[config.mk]
export PLATFORM = sky130hd
export DESIGN_NAME = load_store_unit
export DESIGN_NICKNAME = d
export VERILOG_FILES = /design/src/rtl/lsu_pkg.sv /design/src/rtl/load_extend.sv /design/src/rtl/load_store_unit.sv
export SDC_FILE = /design/constraint.sdc
export NUM_CORES = 1
export LEC_CHECK = 0
export BUFFER_PORTS_ARGS = -buffer_cell sky130_fd_sc_hd__buf_2
export CAP_MARGIN = 20
export CORE_UTILIZATION = 56
export CTS_CLUSTER_DIAMETER = 40
export DETAILED_ROUTE_END_ITERATION = 8
export GPL_ROUTABILITY_DRIVEN = 0
export GPL_TIMING_DRIVEN = 1
export HOLD_SLACK_MARGIN = 0.1
export PLACE_DENSITY = 0.8
export SKIP_CTS_REPAIR_TIMING = 1
export SKIP_LAST_GASP = 1
export SYNTH_ARGS = -nofsm -noshare
export SYNTH_HDL_FRONTEND = slang
export SYNTH_HIERARCHICAL = 1
export SYNTH_SLANG_ARGS = --single-unit
[constraint.sdc]
create_clock -name clock -period 3.9 [get_ports clock]
set_input_delay 0 -clock clock [delete_from_list [all_inputs] [get_ports clock]]
set_output_delay 0 -clock clock [all_outputs]
set_load 0.03 [all_outputs]
[src/rtl/lsu_pkg.sv]
// Shared definitions for the byte-serial load/store unit: access sizes,
// FSM states and the size-to-byte-count helper.
package lsu_pkg;

  localparam logic [1:0] SIZE_B = 2'b00;
  localparam logic [1:0] SIZE_H = 2'b01;
  localparam logic [1:0] SIZE_W = 2'b10;

  typedef enum logic [1:0] {
    IDLE,
    ACCESS,
    DRAIN,
    RESP
  } lsu_state_t;

  function automatic logic [2:0] bytes_for_size(input logic [1:0] size);
    case (size)
      SIZE_B:  return 3'd1;
      SIZE_H:  return 3'd2;
      default: return 3'd4;
    endcase
  endfunction

endpackage

[src/rtl/load_extend.sv]
// Sign/zero extension of an assembled little-endian load word by access size.
import lsu_pkg::*;

module load_extend #(
  parameter int XLEN = 32
) (
  input  logic [XLEN-1:0] word,
  input  logic [1:0]      size,
  input  logic            uns,
  output logic [XLEN-1:0] result
);

  always_comb begin
    case (size)
      SIZE_B:  result = {{(XLEN-8){~uns & word[7]}}, word[7:0]};
      SIZE_H:  result = {{(XLEN-16){~uns & word[15]}}, word[15:0]};
      default: result = word;
    endcase
  end

endmodule

[src/rtl/load_store_unit.sv]
// Load/store stage driving an 8-bit registered-read data memory with
// 1/2/4 sequential byte accesses per request and a one-cycle response.
import lsu_pkg::*;

module load_store_unit #(
  parameter int ADDR_W = 8,
  parameter int XLEN   = 32
) (
  input  logic              clock,
  input  logic              reset,
  input  logic              req_valid,
  output logic              req_ready,
  input  logic              req_write,
  input  logic [1:0]        req_size,
  input  logic              req_unsigned,
  input  logic [ADDR_W-1:0] req_addr,
  input  logic [XLEN-1:0]   req_wdata,
  output logic              resp_valid,
  output logic [XLEN-1:0]   resp_rdata,
  output logic              resp_error,
  output logic              mem_write,
  output logic              mem_read,
  output logic [ADDR_W-1:0] mem_address,
  output logic [7:0]        mem_data_in,
  input  logic [7:0]        mem_data_out
);

  lsu_state_t        state_q, state_d;
  logic              wr_q, uns_q;
  logic [1:0]        size_q, cnt_q, last_q, last_d;
  logic [ADDR_W-1:0] addr_q;
  logic [3:0][7:0]   wdata_q, asm_q, asm_d;
  logic [XLEN-1:0]   ext;
  logic [2:0]        nbytes;
  logic              req_err, accept;

  always_comb begin
    nbytes  = bytes_for_size(req_size);
    last_d  = 2'(nbytes - 3'd1);
    req_err = (req_size == 2'b11) ||
              (req_size == SIZE_H && req_addr[0]) ||
              (req_size == SIZE_W && req_addr[1:0] != 2'b00);
    accept  = req_valid && (state_q == IDLE);
  end

  // Read data lags the strobe by a cycle, so byte i lands while byte i+1 is
  // being addressed; the final byte is picked up in DRAIN.
  always_comb begin
    asm_d = asm_q;
    if (state_q == ACCESS && !wr_q && cnt_q != 2'd0)
      asm_d[cnt_q - 2'd1] = mem_data_out;
    if (state_q == DRAIN)
      asm_d[last_q] = mem_data_out;
  end

  load_extend #(.XLEN(XLEN)) u_extend (
    .word   (asm_d),
    .size   (size_q),
    .uns    (uns_q),
    .result (ext)
  );

  always_comb begin
    state_d     = state_q;
    req_ready   = (state_q == IDLE);
    mem_write   = 1'b0;
    mem_read    = 1'b0;
    mem_address = '0;
    mem_data_in = '0;
    case (state_q)
      IDLE: begin
        if (req_valid) state_d = req_err ? RESP : ACCESS;
      end
      ACCESS: begin
        mem_address = addr_q + ADDR_W'(cnt_q);
        if (wr_q) begin
          mem_write   = 1'b1;
          mem_data_in = wdata_q[cnt_q];
        end else begin
          mem_read = 1'b1;
        end
        if (cnt_q == last_q) state_d = wr_q ? RESP : DRAIN;
      end
      DRAIN:   state_d = RESP;
      RESP:    state_d = IDLE;
      default: state_d = IDLE;
    endcase
  end

  always_ff @(posedge clock or posedge reset) begin
    if (reset) begin
      state_q    <= IDLE;
      cnt_q      <= '0;
      asm_q      <= '0;
      wr_q       <= 1'b0;
      uns_q      <= 1'b0;
      size_q     <= '0;
      last_q     <= '0;
      addr_q     <= '0;
      wdata_q    <= '0;
      resp_valid <= 1'b0;
      resp_error <= 1'b0;
      resp_rdata <= '0;
    end else begin
      state_q <= state_d;
      if (accept) begin
        wr_q    <= req_write;
        uns_q   <= req_unsigned;
        size_q  <= req_size;
        last_q  <= last_d;
        addr_q  <= req_addr;
        wdata_q <= req_wdata[31:0];
        cnt_q   <= '0;
        asm_q   <= '0;
      end else begin
        asm_q <= asm_d;
        if (state_q == ACCESS) cnt_q <= cnt_q + 2'd1;
      end
      resp_valid <= (state_d == RESP);
      resp_error <= accept && req_err;
      resp_rdata <= (state_q == DRAIN) ? ext : '0;
    end
  end

endmodule

Word-level counts from Yosys, hierarchy flattened
Cells that the tools add are included.
{ "classes": {"n_eq_ne": 9, "n_lt_le_gt_ge": 5, "mux": 28, "bitwise": 3, "addsub": 4, "reduce_logical": 17} }
{ "ops": {"columns": ["cell", "n"], "rows": [
  ["two-way mux 32 bit", 4],
  ["bitwise mux 32 bit", 2],
  ["one-hot mux 32 bit (2 select lines)", 1],
  ["two-way mux 8 bit", 6],
  ["demux 8 bit (select 2 bit)", 2],
  ["binary-select mux 8 bit (select 2 bit)", 1],
  ["equality test 2 bit (second input constant)", 5],
  ["two-way mux 2 bit", 5],
  ["< comparator 2 x 3 -> 1 bit (second input constant)", 3],
  ["adder 8 x 2 -> 8 bit", 1],
  ["logical AND 1 bit", 8],
  ["one-hot mux 2 bit (4 select lines)", 1],
  ["equality test 2 x 1 -> 1 bit (second input constant)", 3],
  ["zero test 2 bit", 3],
  ["nonzero test 2 bit", 3],
  ["two-way mux 1 bit", 5],
  ["greater-or-equal comparator 2 x 1 -> 1 bit (second input constant)", 2],
  ["one-hot mux 2 bit (2 select lines)", 1],
  ["subtractor 2 x 1 -> 2 bit (second input constant)", 2],
  ["adder 2 x 1 -> 2 bit (second input constant)", 1],
  ["bitwise AND 1 bit", 2],
  ["equality test 2 bit", 1],
  ["logical OR 1 bit", 2],
  ["zero test 1 bit", 1],
  ["inverter 1 bit", 1]
]} }
{ "totals": {"word_cells": 84, "reg_bits": 116, "in_bits": 55} }

Depth between registers and ports, before layout
Gate-level depths: netlist of the first run.
{ "logic_depth": {"depth_word": 12, "mapped_depth": 11} }

Hierarchy
Netlist of the first run, hierarchy kept.
{ "modules_own_cells": {"columns": ["mod", "instances", "area_each_um2", "cells_each", "seq_area_each_um2"], "rows": [
  ["load_store_unit", 1, 5365.1, 502, 2902.8],
  ["load_extend", 1, 355.3, 67, 0.0]
]} }

Worst setup path after synthesis of the first run
Ideal clock, no wire load.
{ "synth_path": {"path_kind": "register to register", "start": "reg cnt_q[1]", "end": "reg resp_rdata[20]", "setup_time_ns": 0.119, "synth_period_minus_slack_ns": 3.071, "path_buffers": 3, "arrival_time_ns": 2.952, "stages_incl_launch_ff": 12, "t_required_ns": 3.781, "path_slack_ns": 0.829, "cell_sequence": "dfrtp_1 > clkbuf_1 > inv_1 > ha_1 > nor4b_4 > a32oi_4 > buf_6 > mux2_4 > mux2i_2 > clkbuf_1 > o21ai_0 > and2_1"} }
{ "synth_rtl": {"columns": ["element", "line_no", "text"], "rows": [
  ["from (decl)", "load_store_unit.sv:30", "logic [1:0] size_q, cnt_q, last_q, last_d;"],
  ["from (signal assigned)", "load_store_unit.sv:117", "if (state_q == ACCESS) cnt_q <= cnt_q + 2'd1;"],
  ["to (signal assigned)", "load_store_unit.sv:121", "resp_rdata <= (state_q == DRAIN) ? ext : '0;"],
  ["to (decl)", "load_store_unit.sv:19", "output logic [XLEN-1:0] resp_rdata,"]
]} }

==> results of run 1 <==
through the flow:
| stage | utilization, % | area [um^2] | hold slack, ns | setup slack, ns | cells |
|---|---|---|---|---|---|
| 2_1_floorplan | - | 5720 | 0.1054 | 0.8276 | 569 |
| 3_3_place_gp | 63.52 | 6237 | 0.1893 | 1.167 | 772 |
| 3_5_place_dp | 63.52 | 6237 | 0.1916 | 0.9848 | 772 |
| 4_1_cts | 69.02 | 6778 | -0.3376 | 0.9435 | 804 |
| 5_1_grt | 75.24 | 7388 | 0.1419 | 0.7611 | 864 |
| 6_report | 75.24 | 7388 | 0.09185 | 0.9500 | 864 |
path summary, 6_finish.rpt:
check | to | slack (ns) | cells after the start
worst max-delay path | resp_rdata[19] | 0.95 | 8
worst min-delay path | wdata_q[21] | 0.09 | 3
worst max register to register | resp_rdata[19] | 0.95 | 8
worst min register to register | wdata_q[28] | 0.48 | 2
max in group asynchronous | asm_q[2] | 2.74 | 5
min in group clock | wdata_q[21] | 0.22 | 4
logic make-up (layout without fill, tap and decap cells):
logic type | Yosys count | count (layout) | share of synthesized area [%]
buffers and inverters | 60 | 222 | 5.337
multiplexers | 63 | 63 | 13.76
AO/OA/AOI/OAI | 54 | 54 | 6.168
AND/OR/NAND/NOR | 263 | 263 | 21.28
XOR/XNOR | 4 | 4 | 0.6125
flip-flops | 116 | 116 | 50.74
adder cells (fa/ha/maj) | 9 | 9 | 2.100
worst max-delay path, cell delays in order (launching register included):
cell and delay (ns):
dfrtp_1 0.34, inv_1 0.09, ha_1 0.23, nor4b_4 0.49, a32oi_4 0.30, mux2_4 0.41, mux2i_2 0.60, o21ai_0 0.21
and2_1 0.18
registers in the layout, summed over array words and instances (netlist names):
| name | flops |
|---|---|
| addr_q | 8 |
| asm_q | 32 |
| cnt_q | 2 |
| last_q | 2 |
| resp_error | 1 |
| resp_rdata | 32 |
| resp_valid | 1 |
| size_q | 2 |
| state_q | 2 |
| uns_q | 1 |
| wdata_q | 32 |
| wr_q | 1 |
metal layers:
metal,wire [um],global-route usage (%)
met1,5332,30.94
met2,6973,43.74
met3,709,5.831
met4,257,9.642
met5,0,0
cell type report:
cell class	count	area share, %
flip-flops and latches	116	39.29
multi-input cells	393	34.12
repair buffers	173	16.12
clock buffers	21	5.809
well taps	133	2.252
clock inverters	11	1.507
inverters	17	0.8975
power breakdown:
part           total, mW  internal (mW)  switching, mW
Clock               1.42          0.899          0.524
Combinational       2.15          0.882           1.27
Sequential          1.96           1.62          0.343
Total               5.53           3.40           2.14
cells in the mapped netlist, drive strengths merged (2+ instances only):
library cell	count	area share, %
buf	25	3.0
o211ai	2	0.26
dfrtp	116	51
nor4b	2	0.68
nand3	3	0.26
and3	9	0.98
nand2	187	12
xnor2	3	0.46
or3	3	0.33
mux2i	25	4.4
o22a	2	0.31
nor2	5	0.33
clkbuf	18	1.2
and2	40	4.4
ha	8	1.7
inv	17	1.1
a32oi	2	0.96
o21ai	33	2.9
or4	2	0.26
nor2b	2	0.22
or4b	2	0.42
a21oi	9	0.92
mux2	30	6.2
o31ai	3	0.39
mux4	8	3.1
==> metrics.cfg, run 1 <==
[worst_setup_path]
rr_startpoint=cnt_q[1]
worstPathMaxFanout=16
worstSetupStartpointType=register
critPathRequiredTime_ns=4.30
endpoint_kind=register
crit_start=cnt_q[1]
crit_type=reg -> reg
crit_arrival_ns=3.35

[routing]
drtIter0Drc=203
vias_per_cell=5.323
vias=4599
routedWlPerCell_um=15.36
ant_nets=0
drcViolationCount=0
wirelength_um=13270
drtPass1Iterations=5

[clocking]
cts_num_sinks=116
cts-root-buf=clkbuf_8
cts_tree=built
h-tree-depth=4
clk_path_buf_depth=2
cts_buffers=17
clk-insertion-delay-late_ns=0.51
path_clk_slew_ns=0.06

[finish]
drive_gt1_share_pct=26.13
area_delta_synth_final_pct=29.16
fin_nets=782
regArea_mm2=0.002903
fill_cells=694
final_common_cell=nand2_1
final_cell_mix=nand2_1, dfrtp_1, buf_2
diodes=0
multiInputGateArea_mm2=0.002521

[timing]
max_freq_ghz=0.3390
finalSetupViolCount=0
rsz0062_at_grt=no
post-route-period-util_pct=75.64
clock_skew_ns=0.008784
relSlewSlack_pct=38.90
tightestPinTransition_ns=0.9146
post-route-min-period_ns=2.950
setup_tns_ns=0
slew_violations=0
report.final.hold_viol_count=0

[yosys]
synth_edf_count=0
ys_async_sr_fraction_pct=100.0
syn-cell-area_mm2=0.005720
ys_ff_latch=116
yosys_warnings=6
synthFlopType=dfrtp_1
synthDistinctLibCells=47
synth_nets=633
synth-seq-area-share_pct=50.74
syn_area_per_cell_um2=10.05
netlist_instances=569

[floorplan]
rows=36
die_y_um=103.1
coreArea_mm2=0.009819
io_pins=108
die_w_um=103.1
initial_core_util_pct=58.26
dieArea_mm2=0.01062

[global_route]
grt_overflow=0
grt_pass1_vias=4263
grt_max_degree=87
grt_pass1_wl_um=20170
grtUsageTotal_pct=25.31
antenna_found_initial=0

[outcome]
status=finished, final reports clean

[place]
dp_hpwl_um=8013
numPortBuffers=107

[run]
max-cap-violations=0

[power_and_ir_drop]
ir_worst_vdd_v=0.0004910
p_per_area_mw_per_mm2=749.0
finalPower_mw=5.534
leakagePower_nw=3.988

[hold_path]
hold_class=in -> async

Power figures use the tool's default switching activity.
==> run 2: changes to the inputs <==
==> constraint.sdc (replaced) <==
create_clock -name clock -period 3 [get_ports clock]
set_input_delay 0 -clock clock [delete_from_list [all_inputs] [get_ports clock]]
set_output_delay 0 -clock clock [all_outputs]
set_load 0.03 [all_outputs]
==> metrics.cfg, run 2 (synthesis results as in run 1) <==
[outcome]
status=finished, final reports clean  ; unchanged

[floorplan]
initial_core_util_pct=58.26  ; unchanged
io_pins=108  ; unchanged
die_w_um=103.1  ; unchanged
die_y_um=103.1  ; unchanged
dieArea_mm2=0.01062  ; unchanged
rows=36  ; unchanged
coreArea_mm2=0.009819  ; unchanged

[global_route]
grt_overflow=0  ; unchanged
antenna_found_initial=0  ; unchanged
grt_max_degree=117  ; was 87
grt_pass1_vias=4232  ; was 4263
grtUsageTotal_pct=25.36  ; was 25.31%
grt_pass1_wl_um=20090  ; was 20170 um

[routing]
vias_per_cell=5.393  ; was 5.323
wirelength_um=14220  ; was 13270 um
drtPass1Iterations=4  ; was 5
drcViolationCount=0  ; unchanged
ant_nets=0  ; unchanged
drtIter0Drc=206  ; was 203
vias=4708  ; was 4599
routedWlPerCell_um=16.29  ; was 15.36 um

[timing]
post-route-min-period_ns=2.809  ; was 2.950 ns
relSlewSlack_pct=36.41  ; was 38.90%
finalSetupViolCount=0  ; unchanged
post-route-period-util_pct=93.63  ; was 75.64%
report.final.hold_viol_count=0  ; unchanged
setup_tns_ns=0  ; unchanged
rsz0062_at_grt=no  ; unchanged
max_freq_ghz=0.3560  ; was 0.3390 GHz
clock_skew_ns=0.009598  ; was 0.008784 ns
slew_violations=0  ; unchanged
tightestPinTransition_ns=0.9518  ; was 0.9146 ns

[worst_setup_path]
worstSetupStartpointType=register  ; unchanged
critPathRequiredTime_ns=3.40  ; was 4.30 ns
endpoint_kind=register  ; unchanged
crit_arrival_ns=3.21  ; was 3.35 ns
worstPathMaxFanout=16  ; unchanged
crit_type=reg -> reg  ; unchanged

[finish]
area_delta_synth_final_pct=31.15  ; was 29.16%
instances_no_fill=873  ; was 864
final_cell_mix=nand2_1, dfrtp_1, buf_2  ; unchanged
final_core_util_pct=76.40  ; was 75.24%
final_common_cell=nand2_1  ; unchanged
reg_top3=asm_q: 32 flops, resp_rdata: 32 flops, wdata_q: 32 flops  ; unchanged
fin_nets=792  ; was 782
drive_gt1_share_pct=26.22  ; was 26.13%
diodes=0  ; unchanged

[hold_path]
hold_class=in -> async  ; unchanged

[place]
dp_hpwl_um=8125  ; was 8013 um
numPortBuffers=107  ; unchanged
dp_cells=776  ; was 772

[clocking]
cts_tree=built  ; unchanged
cts_num_sinks=116  ; unchanged
clk_path_buf_depth=2  ; unchanged
cts_buffers=17  ; unchanged
cts-root-buf=clkbuf_8  ; unchanged
clk-insertion-delay-late_ns=0.51  ; about the same
h-tree-depth=4  ; unchanged
path_clk_slew_ns=0.05  ; was 0.06 ns

[power_and_ir_drop]
leakagePower_nw=4.015  ; was 3.988 nW
ir_worst_vdd_v=0.0005782  ; was 0.0004910 V
p_per_area_mw_per_mm2=977.2  ; was 749.0 mW/mm^2

[run]
max-cap-violations=0  ; unchanged

[run 2: power by group]
group          internal (mW)  switching [mW]  total (mW)  leakage, nW
clock                   1.19           0.682        1.87        0.267
sequential              2.10           0.413        2.52         1.52
combinational           1.20            1.74        2.94         2.23
total                   4.50            2.83        7.33         4.02
[run 2: final timing paths]
kind / cells after the start / start / end / slack (ns)
min in group clock: 4 / req_wdata[21] / wdata_q[21] / 0.22
setup reg to reg: 8 / cnt_q[1] / resp_rdata[30] / 0.19
setup / recovery: 8 / cnt_q[1] / resp_rdata[30] / 0.19
hold reg to reg: 2 / wdata_q[21] / wdata_q[21] / 0.48
hold / removal: 4 / reset / wdata_q[4] / 0.19
max in group asynchronous: 4 / reset / state_q[0] / 2.35
[run 2: metal layers]
metal	routed length, um	GRT usage [%]	vias to the layer above
met3	758	5.831	20
li1	-	-	2184
met1	5660	30.94	2332
met5	0	0	-
met2	7590	43.28	172
met4	208	10.94	0
[run 2: metrics by stage]
step	setup slack [ns]	power, mW	cell area (um^2)	hold slack (ns)
2_1_floorplan	0.04029	4.682	5725	0.1054
3_3_place_gp	0.4423	5.170	6294	0.1893
3_5_place_dp	0.2760	5.303	6294	0.1925
4_1_cts	0.2266	7.201	6842	-0.3360
5_1_grt	0.04362	7.766	7502	0.2181
6_report	0.1912	7.331	7502	0.1949
[run 2: cell type report]
type                    count  area, um^2
clock buffers              21       439.2
clock inverters            10       108.9
fillers                   647        2317
inverters                  17       67.56
multi-input cells         393        2521
flip-flops and latches    116        2903
well taps                 133       166.4
repair buffers            183        1296
[run 2: worst max-delay path: stages, from the launching register on]
cell,delay (ns)
dfrtp_1,0.35
inv_1,0.10
ha_1,0.24
nor4b_4,0.46
a21oi_2,0.23
mux2_2,0.34
mux2i_2,0.62
o21ai_0,0.19
and2_1,0.18
==> run 3: changes to the inputs <==
--- a/config.mk
+++ b/config.mk
@@ -7,13 +7,15 @@
 export LEC_CHECK = 0
 export BUFFER_PORTS_ARGS = -buffer_cell sky130_fd_sc_hd__buf_2
 export CAP_MARGIN = 20
-export CORE_UTILIZATION = 56
+export CELL_PAD_IN_SITES_DETAIL_PLACEMENT = 2
+export CELL_PAD_IN_SITES_GLOBAL_PLACEMENT = 2
+export CORE_UTILIZATION = 35
 export CTS_CLUSTER_DIAMETER = 40
 export DETAILED_ROUTE_END_ITERATION = 8
 export GPL_ROUTABILITY_DRIVEN = 0
 export GPL_TIMING_DRIVEN = 1
 export HOLD_SLACK_MARGIN = 0.1
-export PLACE_DENSITY = 0.8
+export PLACE_DENSITY_LB_ADDON = 0.1
 export SKIP_CTS_REPAIR_TIMING = 1
 export SKIP_LAST_GASP = 1
 export SYNTH_ARGS = -nofsm -noshare
==> metrics.cfg, run 3 (synthesis results as in run 1) <==
[outcome]
status=finished, final reports clean  ; unchanged

[finish]
regArea_mm2=0.002903  ; unchanged
multiInputGateArea_mm2=0.002521  ; unchanged
fin_nets=785  ; was 792
area_delta_synth_final_pct=31.50  ; was 31.15%
drive_gt1_share_pct=26.81  ; was 26.22%
final_common_cell=nand2_1  ; unchanged
diodes=0  ; unchanged
fill_cells=1712  ; was 647
final_cell_mix=nand2_1, dfrtp_1, buf_2  ; unchanged
reg_top3=asm_q: 32 flops, resp_rdata: 32 flops, wdata_q: 32 flops  ; unchanged

[global_route]
grt_pass1_wl_um=26190  ; was 20090 um
grt_max_degree=49  ; was 117
grt_overflow=0  ; unchanged
antenna_found_initial=0  ; unchanged
grtUsageTotal_pct=20.95  ; was 25.36%
grt_pass1_vias=4949  ; was 4232

[hold_path]
hold_class=in -> async  ; unchanged

[routing]
drtPass1Iterations=4  ; unchanged
drcViolationCount=0  ; unchanged
vias=4597  ; was 4708
routedWlPerCell_um=17.99  ; was 16.29 um
ant_nets=0  ; unchanged
vias_per_cell=4.854  ; was 5.393
wirelength_um=17030  ; was 14220 um
drtIter0Drc=99  ; was 206

[run]
max-cap-violations=0  ; unchanged

[worst_setup_path]
worstSetupStartpointType=register  ; unchanged
rr_startpoint=cnt_q[1]  ; unchanged
crit_arrival_ns=2.90  ; was 3.21 ns
reg2reg_depth=9  ; was 8
crit_buf_inv=2  ; was 1
crit_type=reg -> reg  ; unchanged
worstPathMaxFanout=16  ; unchanged
path_cells=inv_1 -> ha_1 -> nor4b_4 -> a21oi_2 -> mux2_2 -> mux2i_2 -> buf_4 -> o21ai_0 -> and2_1  ; was inv_1 -> ha_1 -> nor4b_4 -> a21oi_2 -> mux2_2 -> mux2i_2 -> o21ai_0 -> and2_1
cpPeakStageDelay_ns=0.45  ; was 0.62 ns
critPathRequiredTime_ns=3.29  ; was 3.40 ns
slowest_stage=nor4b_4  ; was mux2i_2
endpoint_kind=register  ; unchanged
crit_family=simple AND/OR/NAND/NOR gates  ; was multiplexers
r2r-end=resp_rdata[18]  ; was resp_rdata[30]
worst-r2r-setup-slack_ns=0.40  ; was 0.19 ns

[clocking]
path_clk_slew_ns=0.05  ; about the same
cts_tree=built  ; unchanged
cts-root-buf=clkbuf_16  ; was clkbuf_8
clk-insertion-delay-late_ns=0.41  ; was 0.51 ns
h-tree-depth=4  ; unchanged
cts_num_sinks=116  ; unchanged
clk_path_buf_depth=2  ; unchanged
cts_buffers=17  ; unchanged

[floorplan]
coreArea_mm2=0.01594  ; was 0.009819 mm^2
dieArea_mm2=0.01686  ; was 0.01062 mm^2
die_y_um=129.8  ; was 103.1 um
io_pins=108  ; unchanged
initial_core_util_pct=35.88  ; was 58.26%
rows=46  ; was 36
die_w_um=129.8  ; was 103.1 um

[timing]
post-route-period-util_pct=86.81  ; was 93.63%
tightestPinTransition_ns=0.8174  ; was 0.9518 ns
post-route-min-period_ns=2.604  ; was 2.809 ns
clock_skew_ns=0.007794  ; was 0.009598 ns
relSlewSlack_pct=45.45  ; was 36.41%
rsz0062_at_grt=no  ; unchanged
slew_violations=0  ; unchanged
hold_ws_ns=0.2155  ; was 0.1949 ns
setup_tns_ns=0  ; unchanged
max_freq_ghz=0.3840  ; was 0.3560 GHz
report.final.hold_viol_count=0  ; unchanged
finalSetupViolCount=0  ; unchanged

[power_and_ir_drop]
ir_worst_vdd_v=0.0005226  ; was 0.0005782 V
leakagePower_nw=4.013  ; was 4.015 nW
p_per_area_mw_per_mm2=982.7  ; was 977.2 mW/mm^2

[place]
numPortBuffers=107  ; unchanged
dp_hpwl_um=11070  ; was 8125 um

## run 3: cell count changes in the layout (fill, tap and decap cells not counted), sizes merged
cell | previous run | this run
clkbuf | 21 | 24
buf | 117 | 122
dlygate4sd3 | 66 | 54
bufinv | 2 | 1
clkinvlp | 3 | 2
clkinv | 6 | 3
## run 3: power by group
part / switching [mW] / internal, mW / leakage (nW)
Clock: 0.679 / 1.18 / 0.262
Sequential: 0.400 / 2.10 / 1.52
Combinational: 1.82 / 1.20 / 2.23
Total: 2.90 / 4.49 / 4.01
## run 3: worst register-to-register path: stages, from the launching register on
cell	delay, ns
dfrtp_1	0.38
inv_1	0.12
ha_1	0.25
nor4b_4	0.45
a21oi_2	0.23
mux2_2	0.34
mux2i_2	0.15
buf_4	0.25
o21ai_0	0.13
and2_1	0.19
## run 3: area by class of cell
cell class	instances	area share, %
clock buffer	24	6.404
inverter	17	0.8982
sequential	116	38.59
clock inverter	5	0.6986
timing repair buffer	176	16.30
tap	216	3.593
multi-input combinational	393	33.52
## run 3: routing by layer
| layer | vias up | track usage [%] | wire length, um |
|---|---|---|---|
| met3 | 16 | 4.305 | 403 |
| met5 | - | 0 | 0 |
| met4 | 0 | 6.840 | 196 |
| met1 | 2342 | 23.91 | 7025 |
| met2 | 81 | 38.91 | 9407 |
| li1 | 2158 | - | - |
## run 3: stage by stage
stage	util [%]	worst slack [ns]	total power [mW]	area, um^2	std cells
final	47.18	0.3956	7.392	7522	947
after global routing	47.18	0.2213	7.923	7522	947
after CTS	43.79	0.3672	7.455	6982	893
after detailed placement	40.44	0.4630	5.508	6447	864
after global placement	40.32	0.6333	5.342	6427	863
after floorplan	-	0.04029	4.682	5725	569
## run 3: worst max path at each step
stage              from              to  slack (ns)  cells past startpoint
2_1_floorplan  cnt_q[0]  resp_rdata[20]        0.04                     11
3_5_place_dp   cnt_q[1]  resp_rdata[30]        0.46                      9
3_3_place_gp   cnt_q[1]  resp_rdata[10]        0.63                      8
4_1_cts        cnt_q[1]  resp_rdata[18]        0.37                      9
5_1_grt        cnt_q[1]  resp_rdata[18]        0.22                      9
6_report       cnt_q[1]  resp_rdata[18]        0.40                      9
